===== src/rtl/voice_allocator.sv =====
// Polyphonic key-to-voice scheduler: synchronises the active-low button bank,
// queues new presses and hands them to shared oscillator voices one per clock,
// stealing the oldest voice when none is free.
module voice_allocator #(
  parameter int unsigned NUM_KEYS   = 8,
  parameter int unsigned NUM_VOICES = 3,
  parameter int unsigned KEY_W      = $clog2(NUM_KEYS),
  parameter int unsigned AGE_W      = 4
) (
  input  logic                        clk,
  input  logic                        rst_n,
  input  logic [NUM_KEYS-1:0]         btn,
  output logic [NUM_VOICES-1:0]       voice_gate,
  output logic [NUM_VOICES*KEY_W-1:0] voice_key,
  output logic                        steal,
  output logic                        pending_any,
  output logic [5:0]                  led
);

  localparam int unsigned VIDX_W = (NUM_VOICES > 1) ? $clog2(NUM_VOICES) : 1;

  logic [NUM_KEYS-1:0]   sync1_q, sync2_q, prev_q;
  logic [NUM_KEYS-1:0]   pending_q, pending_d;
  logic [NUM_KEYS-1:0]   pressed, released;
  logic [NUM_VOICES-1:0] gate_q, gate_d, gate_rel;
  logic [KEY_W-1:0]      key_q [NUM_VOICES];
  logic [KEY_W-1:0]      key_d [NUM_VOICES];
  logic [AGE_W-1:0]      age_q [NUM_VOICES];
  logic [AGE_W-1:0]      age_d [NUM_VOICES];
  logic                  steal_q, steal_d;

  logic                  cand_ok, free_ok;
  logic [KEY_W-1:0]      cand;
  logic [VIDX_W-1:0]     free_v, old_v, tgt_v;
  logic [AGE_W-1:0]      old_age;

  // Edge detect on the synchronised bank and apply releases to sounding voices.
  always_comb begin
    pressed  = ~sync2_q & prev_q;
    released = sync2_q & ~prev_q;
    gate_rel = gate_q;
    for (int v = 0; v < NUM_VOICES; v++) begin
      for (int k = 0; k < NUM_KEYS; k++) begin
        if (released[k] && key_q[v] == KEY_W'(k)) gate_rel[v] = 1'b0;
      end
    end
  end

  // Pick the lowest pending key and the voice it lands on.
  always_comb begin
    cand_ok = 1'b0;
    cand    = '0;
    // A key released in this very cycle is withdrawn, never voiced.
    for (int k = NUM_KEYS - 1; k >= 0; k--) begin
      if (pending_q[k] && !released[k]) begin
        cand_ok = 1'b1;
        cand    = KEY_W'(k);
      end
    end
    free_ok = 1'b0;
    free_v  = '0;
    for (int v = NUM_VOICES - 1; v >= 0; v--) begin
      if (!gate_rel[v]) begin
        free_ok = 1'b1;
        free_v  = VIDX_W'(v);
      end
    end
    // Oldest voice; strict compare keeps ties on the lowest index.
    old_v   = '0;
    old_age = age_q[0];
    for (int v = 1; v < NUM_VOICES; v++) begin
      if (age_q[v] > old_age) begin
        old_age = age_q[v];
        old_v   = VIDX_W'(v);
      end
    end
    tgt_v = free_ok ? free_v : old_v;
  end

  // Next-state for pending queue, voices and ages.
  always_comb begin
    gate_d    = gate_rel;
    key_d     = key_q;
    age_d     = age_q;
    steal_d   = 1'b0;
    pending_d = pending_q & ~released;
    if (cand_ok) begin
      steal_d = ~free_ok;
      for (int v = 0; v < NUM_VOICES; v++) begin
        if (VIDX_W'(v) == tgt_v) begin
          gate_d[v] = 1'b1;
          key_d[v]  = cand;
          age_d[v]  = '0;
        end else if (gate_rel[v] && age_q[v] != '1) begin
          age_d[v] = age_q[v] + 1'b1;
        end
      end
      for (int k = 0; k < NUM_KEYS; k++) begin
        if (KEY_W'(k) == cand) pending_d[k] = 1'b0;
      end
    end
    pending_d = pending_d | pressed;
  end

  // Two-flop synchroniser plus edge register; idle level is all released.
  always_ff @(posedge clk or negedge rst_n) begin
    if (!rst_n) begin
      sync1_q <= '1;
      sync2_q <= '1;
      prev_q  <= '1;
    end else begin
      sync1_q <= btn;
      sync2_q <= sync1_q;
      prev_q  <= sync2_q;
    end
  end

  // Voice and queue state.
  always_ff @(posedge clk or negedge rst_n) begin
    if (!rst_n) begin
      pending_q <= '0;
      gate_q    <= '0;
      steal_q   <= 1'b0;
      for (int v = 0; v < NUM_VOICES; v++) begin
        key_q[v] <= '0;
        age_q[v] <= '0;
      end
    end else begin
      pending_q <= pending_d;
      gate_q    <= gate_d;
      steal_q   <= steal_d;
      key_q     <= key_d;
      age_q     <= age_d;
    end
  end

  // Pack per-voice keys onto the flat output bus.
  always_comb begin
    voice_key = '0;
    for (int v = 0; v < NUM_VOICES; v++) voice_key[v*KEY_W +: KEY_W] = key_q[v];
  end

  assign voice_gate  = gate_q;
  assign steal       = steal_q;
  assign pending_any = |pending_q;

  for (genvar i = 0; i < 6; i++) begin : g_led
    if (i < NUM_KEYS) begin : g_key
      assign led[i] = ~sync2_q[i];
    end else begin : g_pad
      assign led[i] = 1'b0;
    end
  end

endmodule


===== config.mk =====
export PLATFORM = sky130hd
export DESIGN_NAME = voice_allocator
export DESIGN_NICKNAME = d
export VERILOG_FILES = /design/src/rtl/voice_allocator.sv
export SDC_FILE = /design/constraint.sdc
export NUM_CORES = 1
export LEC_CHECK = 0
export CAP_MARGIN = 20
export CORE_MARGIN = 1.5
export CORE_UTILIZATION = 45
export CTS_BUF_LIST = sky130_fd_sc_hd__clkbuf_8
export CTS_CLUSTER_SIZE = 20
export DETAILED_ROUTE_END_ITERATION = 8
export PLACE_DENSITY = 0.65
export SETUP_SLACK_MARGIN = 0.4
export SLEW_MARGIN = 15
export SYNTH_ARGS = -nofsm -noshare
export SYNTH_HDL_FRONTEND = slang
export SYNTH_SLANG_ARGS = --single-unit

===== constraint.sdc =====
create_clock -name clk -period 4.7 [get_ports clk]
set_clock_uncertainty 0.05 [all_clocks]
set_input_delay 1.41 -clock clk [delete_from_list [all_inputs] [get_ports clk]]
set_output_delay 1.41 -clock clk [all_outputs]
set_load 0.02 [all_outputs]

==> results of run 1 <==
[routing by layer]
layer / up-vias / GRT usage [%]
met3: 13 / 5.80
met4: 0 / 9.09
met1: 1168 / 31.6
li1: 1118 / -
met5: - / 0
met2: 68 / 27.0
[per-stage QoR]
step	instance area (µm²)	total power, µW	worst slack [ns]	utilization, %	instances
3_5_place_dp	3370	1930	0.851	52.7	383
2_1_floorplan	2980	1600	1.25	-	277
6_report	3590	2480	0.761	56.3	399
3_3_place_gp	3370	1910	0.967	52.7	383
4_1_cts	3590	2480	0.844	56.3	399
5_1_grt	3590	2650	0.458	56.3	399
[worst max-delay path, stage by stage, from the launching register on]
cell	delay, ns
dfrtp_1	0.44
ha_1	0.32
nor2b_1	0.13
o211ai_1	0.09
a21oi_1	0.63
nor2_1	0.08
a21oi_1	0.16
ha_1	0.26
nor2b_1	0.14
o211a_1	0.21
o21ai_0	0.42
a31oi_1	0.25
nor2_2	0.29
mux2_2	0.36
[synthesized netlist by cell type, types with 3 or more instances]
library cell and instances:
a21oi_1 22, ha_1 11, or3b_1 4, a22o_1 5, dfrtp_1 33, nor4_1 4
inv_1 21, dfstp_2 24, nand2_1 22, o21ai_0 7, nand4b_1 3, a22oi_1 6
nand4_1 3, nand3_1 8, nand2b_1 11, nor2_1 11, o2111ai_1 3, maj3_1 5
nand3b_1 6, mux2_2 6, and2_1 3, nor2b_1 3, a21o_1 3
[logic make-up (layout without fill, tap and decap cells)]
group,count (synthesis),after routing,synth area share (%)
compound gates,78,78,20.1
fa+ha+maj,16,16,6.29
buf+inv,22,67,2.77
flops,57,57,48.8
mux,9,9,3.36
simple gates,95,95,18.6
[state kept, by name, indices dropped and copies added, names as in the netlist]
signal      cells
sync2_q         8
sync1_q         8
voice_gate      3
age_q          12
voice_key       9
pending_q       8
prev_q          8
steal           1
[layout make-up]
class	instances	area, µm²	share of cell area, %
clock buffer	9	124	3.45
multi-input combinational	198	1440	40.2
inverter	21	78.8	2.19
tap	77	96.3	2.68
sequential	57	1460	40.5
clock inverter	7	101	2.82
timing repair buffer	30	293	8.15
[where the power goes]
part           total (µW)  switching [µW]  internal, µW
Clock                 535             231           304
Combinational        1190             666           525
Sequential            752             144           609
Total                2480            1040          1440
[final timing paths]
check	startpoint	to	slack, ns	cells after the start
setup reg to reg	age_q[5]$_DFFE_PN0P_	voice_key[4]$_DFFE_PN0P_	0.76	13
hold reg to reg	sync1_q[3]$_DFF_PN1_	sync2_q[3]$_DFF_PN1_	0.30	0
hold / removal	sync1_q[3]$_DFF_PN1_	sync2_q[3]$_DFF_PN1_	0.30	0
setup / recovery	age_q[5]$_DFFE_PN0P_	voice_key[4]$_DFFE_PN0P_	0.76	13
max in group asynchronous	rst_n	prev_q[2]$_DFF_PN1_	2.74	2
min in group asynchronous	rst_n	voice_key[6]$_DFFE_PN0P_	1.02	1
==> impl_metrics.csv, run 1 <==
group,metric,value,unit
clock_network,clkLatencyLatePin,0.36,ns
routing,num_vias,2367,
setup_path,required,4.89,ns
synth,synth-seq-cells,57,
floorplanning,dieArea,7120,µm²
final_layout,diodes,0,
routing,drt_iter0_markers,209,
final_layout,final_cell_mix,"dfrtp_1, clkdlybuf4s50_1, dfstp_2, nand2_1, a21oi_1",
final_layout,mostFrequentLayoutCell,"dfrtp_1",
setup_path,critPathMaxFanout,10,
synth,synth_area,2980,µm²
final_layout,fill_cells,572,
routing,drt_wl_total,6810,µm
clock_network,root_buffer,"clkbuf_8",
routing,antenna_left,0,
synth,synth_flop_cell,"dfrtp_1",
sta,worstMarginPinSlew,0.791,ns
routing,routed.top_layer,"met4",
floorplanning,die_h,84.4,µm
clock_network,cts_hold_buffers,0,
final_layout,drive_above_1_share,19.3,%
synth,yosysTopAreaCellShare,27.7,%
sta,max_freq,0.254,GHz
run_status,status,"complete, no violations",
clock_network,tritoncts,"done",
synth,synth_edf_count,0,
synth,synthDistinctLibCells,63,
routing,first_pass_iters,5,
synth,ys_seq_area_share,48.8,%
global_route,grt_pass1_wl,11100,µm
clock_network,htreeDepth,3,
sta,hold_viol_final,0,
clock_network,post_cts_buffers,0,
clock_network,cts_buffer_depth,2,
clock_network,clock-sinks,57,
synth,ys_warn_count,0,
final_layout,nets,338,
sta,fin_crit_sh,83.8,%
synth,yosysTopAreaCell,"dfrtp_1",
sta,setup_viol,0,
setup_path,critPathKind,"reg2reg",
sta,drv_slew,0,
global_route,grt_util_all_layers,20.6,%
floorplanning,initial_core_util,46.7,%
synth,synth.net_count,298,
final_layout,area_delta_synth_final,20.5,%
synth,avgSynthCellArea,10.8,µm²
sta,slew_headroom,47.3,%
clock_network,cts_buffers,9,
flow_run,drv_cap,0,
global_route,first_global_vias,2185,
global_route,grt_max_degree,31,
setup_path,cp-end-kind,"register",
routing,wire_per_inst,17.1,µm
sta,period_needed,3.94,ns
routing,wl_met1,3430,µm
pwr,p_leak,0.00152,µW
place,portBuffers,29,
synth,synth_cells,277,
routing,wl_met2,2920,µm
synth,synthTopCellsByArea,"dfrtp_1, dfstp_2, ha_1",
pwr,power.density,690,nW/µm²
setup_path,critPathLaunchType,"register",
global_route,gr-total-overflow,0,
clock_network,cts.reportedPaths.clkPinSlew,0.08,ns
floorplanning,pin_count,30,
floorplanning,die_w,84.4,µm
place,dpl.hpwl,4850,µm
global_route,antenna_found_initial,0,
sta,fin_hold_ws,0.300,ns
place,place.gp.congestion,0.867,
synth,async_flop_share,100,%
pwr,ir_worst_vdd,0.356,mV
routing,met3_length,337,µm
setup_path,arrival,4.13,ns
routing,drc,0,
routing,viasPerCell,5.93,
sta,rsz0062_at_grt,"no",
worst_hold_path,hp-class,"reg2reg",
floorplanning,core,6390,µm²
clock_network,cts_resized,0,
sta,fin_setup_tns,0,ns
floorplanning,row_count,29,
No activity file was read; power rests on OpenSTA's default activity.
==> run 2, diff against run 1 <==
--- a/config.mk
+++ b/config.mk
@@ -11,7 +11,7 @@
 export CTS_BUF_LIST = sky130_fd_sc_hd__clkbuf_8
 export CTS_CLUSTER_SIZE = 20
 export DETAILED_ROUTE_END_ITERATION = 8
-export PLACE_DENSITY = 0.65
+export PLACE_DENSITY = 0.68
 export SETUP_SLACK_MARGIN = 0.4
 export SLEW_MARGIN = 15
 export SYNTH_ARGS = -nofsm -noshare
==> constraint.sdc (replaced) <==
create_clock -name clk -period 3.5 [get_ports clk]
set_clock_uncertainty 0.05 [all_clocks]
set_input_delay 1.05 -clock clk [delete_from_list [all_inputs] [get_ports clk]]
set_output_delay 1.05 -clock clk [all_outputs]
set_load 0.02 [all_outputs]
==> impl_metrics.csv, run 2 (synthesized netlist as in run 1, its figures left out) <==
group,metric,value,unit
pwr,ir_worst_vdd,0.668,mV
run_status,status,"complete, no violations",
sta,slew_headroom,28.4,%
routing,viasPerCell,5.85,
final_layout,largest_reg_flops,12,
routing,drt_wl_total,7250,µm
routing,wire_per_inst,17.3,µm
setup_path,critPathMaxFanout,7,
routing,first_pass_iters,5,
routing,drc,0,
floorplanning,die_w,84.4,µm
worst_hold_path,hp-class,"reg2reg",
floorplanning,dieArea,7120,µm²
setup_path,arrival,3.47,ns
global_route,grt_use_met2,29.9,%
global_route,grt_max_degree,30,
floorplanning,pin_count,30,
floorplanning,row_count,29,
pwr,power.density,1060,nW/µm²
final_layout,top_register,"age_q",
clock_network,tritoncts,"done",
global_route,first_global_vias,2308,
sta,setup_viol,0,
global_route,use_met3,4.23,%
global_route,gr-usage-met1,31.5,%
setup_path,required,3.68,ns
setup_path,critPathKind,"reg2reg",
sta,period_needed,3.28,ns
setup_path,critPathLaunchType,"register",
clock_network,clock-sinks,57,
final_layout,area_delta_synth_final,31.3,%
sta,fin_setup_tns,0,ns
flow_run,drv_cap,0,
clock_network,cts_buffers,9,
setup_path,cp-end-kind,"register",
final_layout,nets,357,
clock_network,htreeDepth,3,
final_layout,diodes,0,
final_layout,drive_above_1_share,30.2,%
final_layout,fill_cells,536,
final_layout,final_cell_count_no_fill,418,
global_route,gr-total-overflow,0,
place,portBuffers,29,
place,place.gp.congestion,0.845,
place,dp_cells,385,
sta,drv_slew,0,
routing,num_vias,2446,
final_layout,final_cell_mix,"dfrtp_1, clkdlybuf4s50_1, dfstp_2, inv_1, nand2_1",
clock_network,root_buffer,"clkbuf_8",
global_route,gr-max-usage-layer,"met1",
clock_network,cts_hold_buffers,0,
clock_network,cts_buffer_depth,2,
sta,fin_crit_sh,93.8,%
place,dpl.hpwl,4760,µm
global_route,grt_pass1_wl,11700,µm
routing,drt_iter0_markers,248,
global_route,grt_util_all_layers,21.0,%
floorplanning,die_h,84.4,µm
pwr,p_leak,0.00167,µW
sta,max_freq,0.304,GHz
sta,rsz0062_at_grt,"yes",
floorplanning,initial_core_util,46.7,%
sta,hold_viol_final,0,
clock_network,cts.reportedPaths.clkPinSlew,0.07,ns
final_layout,mostFrequentLayoutCell,"dfrtp_1",
floorplanning,core,6390,µm²
global_route,antenna_found_initial,0,
sta,worstMarginPinSlew,1.07,ns
clock_network,clkLatencyLatePin,0.34,ns
routing,antenna_left,0,
## run 2: stage by stage
step	cell area (µm²)	hold slack [ns]	power [µW]	setup slack, ns	util, %
global placement	3420	0.296	2660	0.239	53.5
CTS	3800	0.307	3790	0.320	59.5
finish	3920	0.305	4140	0.216	61.3
global route	3920	0.309	4390	0.107	61.3
floorplan	3000	0.295	2230	0.325	-
detailed placement	3420	0.297	2690	0.113	53.5
## run 2: power breakdown
group / switching [µW] / internal (µW) / leakage (µW)
combinational: 1230 / 1140 / 0.000883
clock: 279 / 490 / 0.000128
sequential: 183 / 818 / 0.000663
total: 1700 / 2450 / 0.00167
## run 2: timing repair
action	CTS	global route
gates resized for setup	11	21
pin swaps	4	5
endpoints found under the setup margin	17	22
setup buffers	12	5
cloned	0	0
hold endpoints to repair	0	0
## run 2: per-layer routing
metal	routed length [µm]	vias up
met5	0	-
met4	149	0
met3	360	14
met2	3230	83
met1	3510	1196
li1	-	1153
## run 2: worst max-delay path, stage by stage, from the launching register on
cell,delay (ns)
dfrtp_1,0.37
inv_2,0.05
ha_1,0.30
nor2b_4,0.15
o211ai_1,0.13
a21oi_4,0.28
buf_4,0.17
nor2_2,0.03
a21oi_2,0.15
ha_1,0.29
a21o_1,0.21
o21a_1,0.20
o41ai_4,0.29
buf_4,0.23
o21ai_1,0.08
a21o_1,0.20
## run 2: area by class of cell
class                   count  area (µm²)  area share [%]
clock buffers              10         138            3.51
clock inverters             6         108            2.75
inverters                  21        78.8            2.01
multi-input cells         198        1580            40.4
flip-flops and latches     57        1460            37.2
well taps                  77        96.3            2.46
repair buffers             49         455            11.6
## run 2: final timing paths
check / endpoint / cells past startpoint / slack [ns] / startpoint
setup / recovery: age_q[8]$_DFFE_PN0P_ / 15 / 0.22 / age_q[9]$_DFFE_PN0P_
hold / removal: sync2_q[0]$_DFF_PN1_ / 0 / 0.31 / sync1_q[0]$_DFF_PN1_
setup reg to reg: age_q[8]$_DFFE_PN0P_ / 15 / 0.22 / age_q[9]$_DFFE_PN0P_
hold reg to reg: sync2_q[0]$_DFF_PN1_ / 0 / 0.31 / sync1_q[0]$_DFF_PN1_
max in group asynchronous: sync2_q[5]$_DFF_PN1_ / 2 / 2.09 / rst_n
min in group asynchronous: pending_q[0]$_DFF_PN0_ / 1 / 0.67 / rst_n
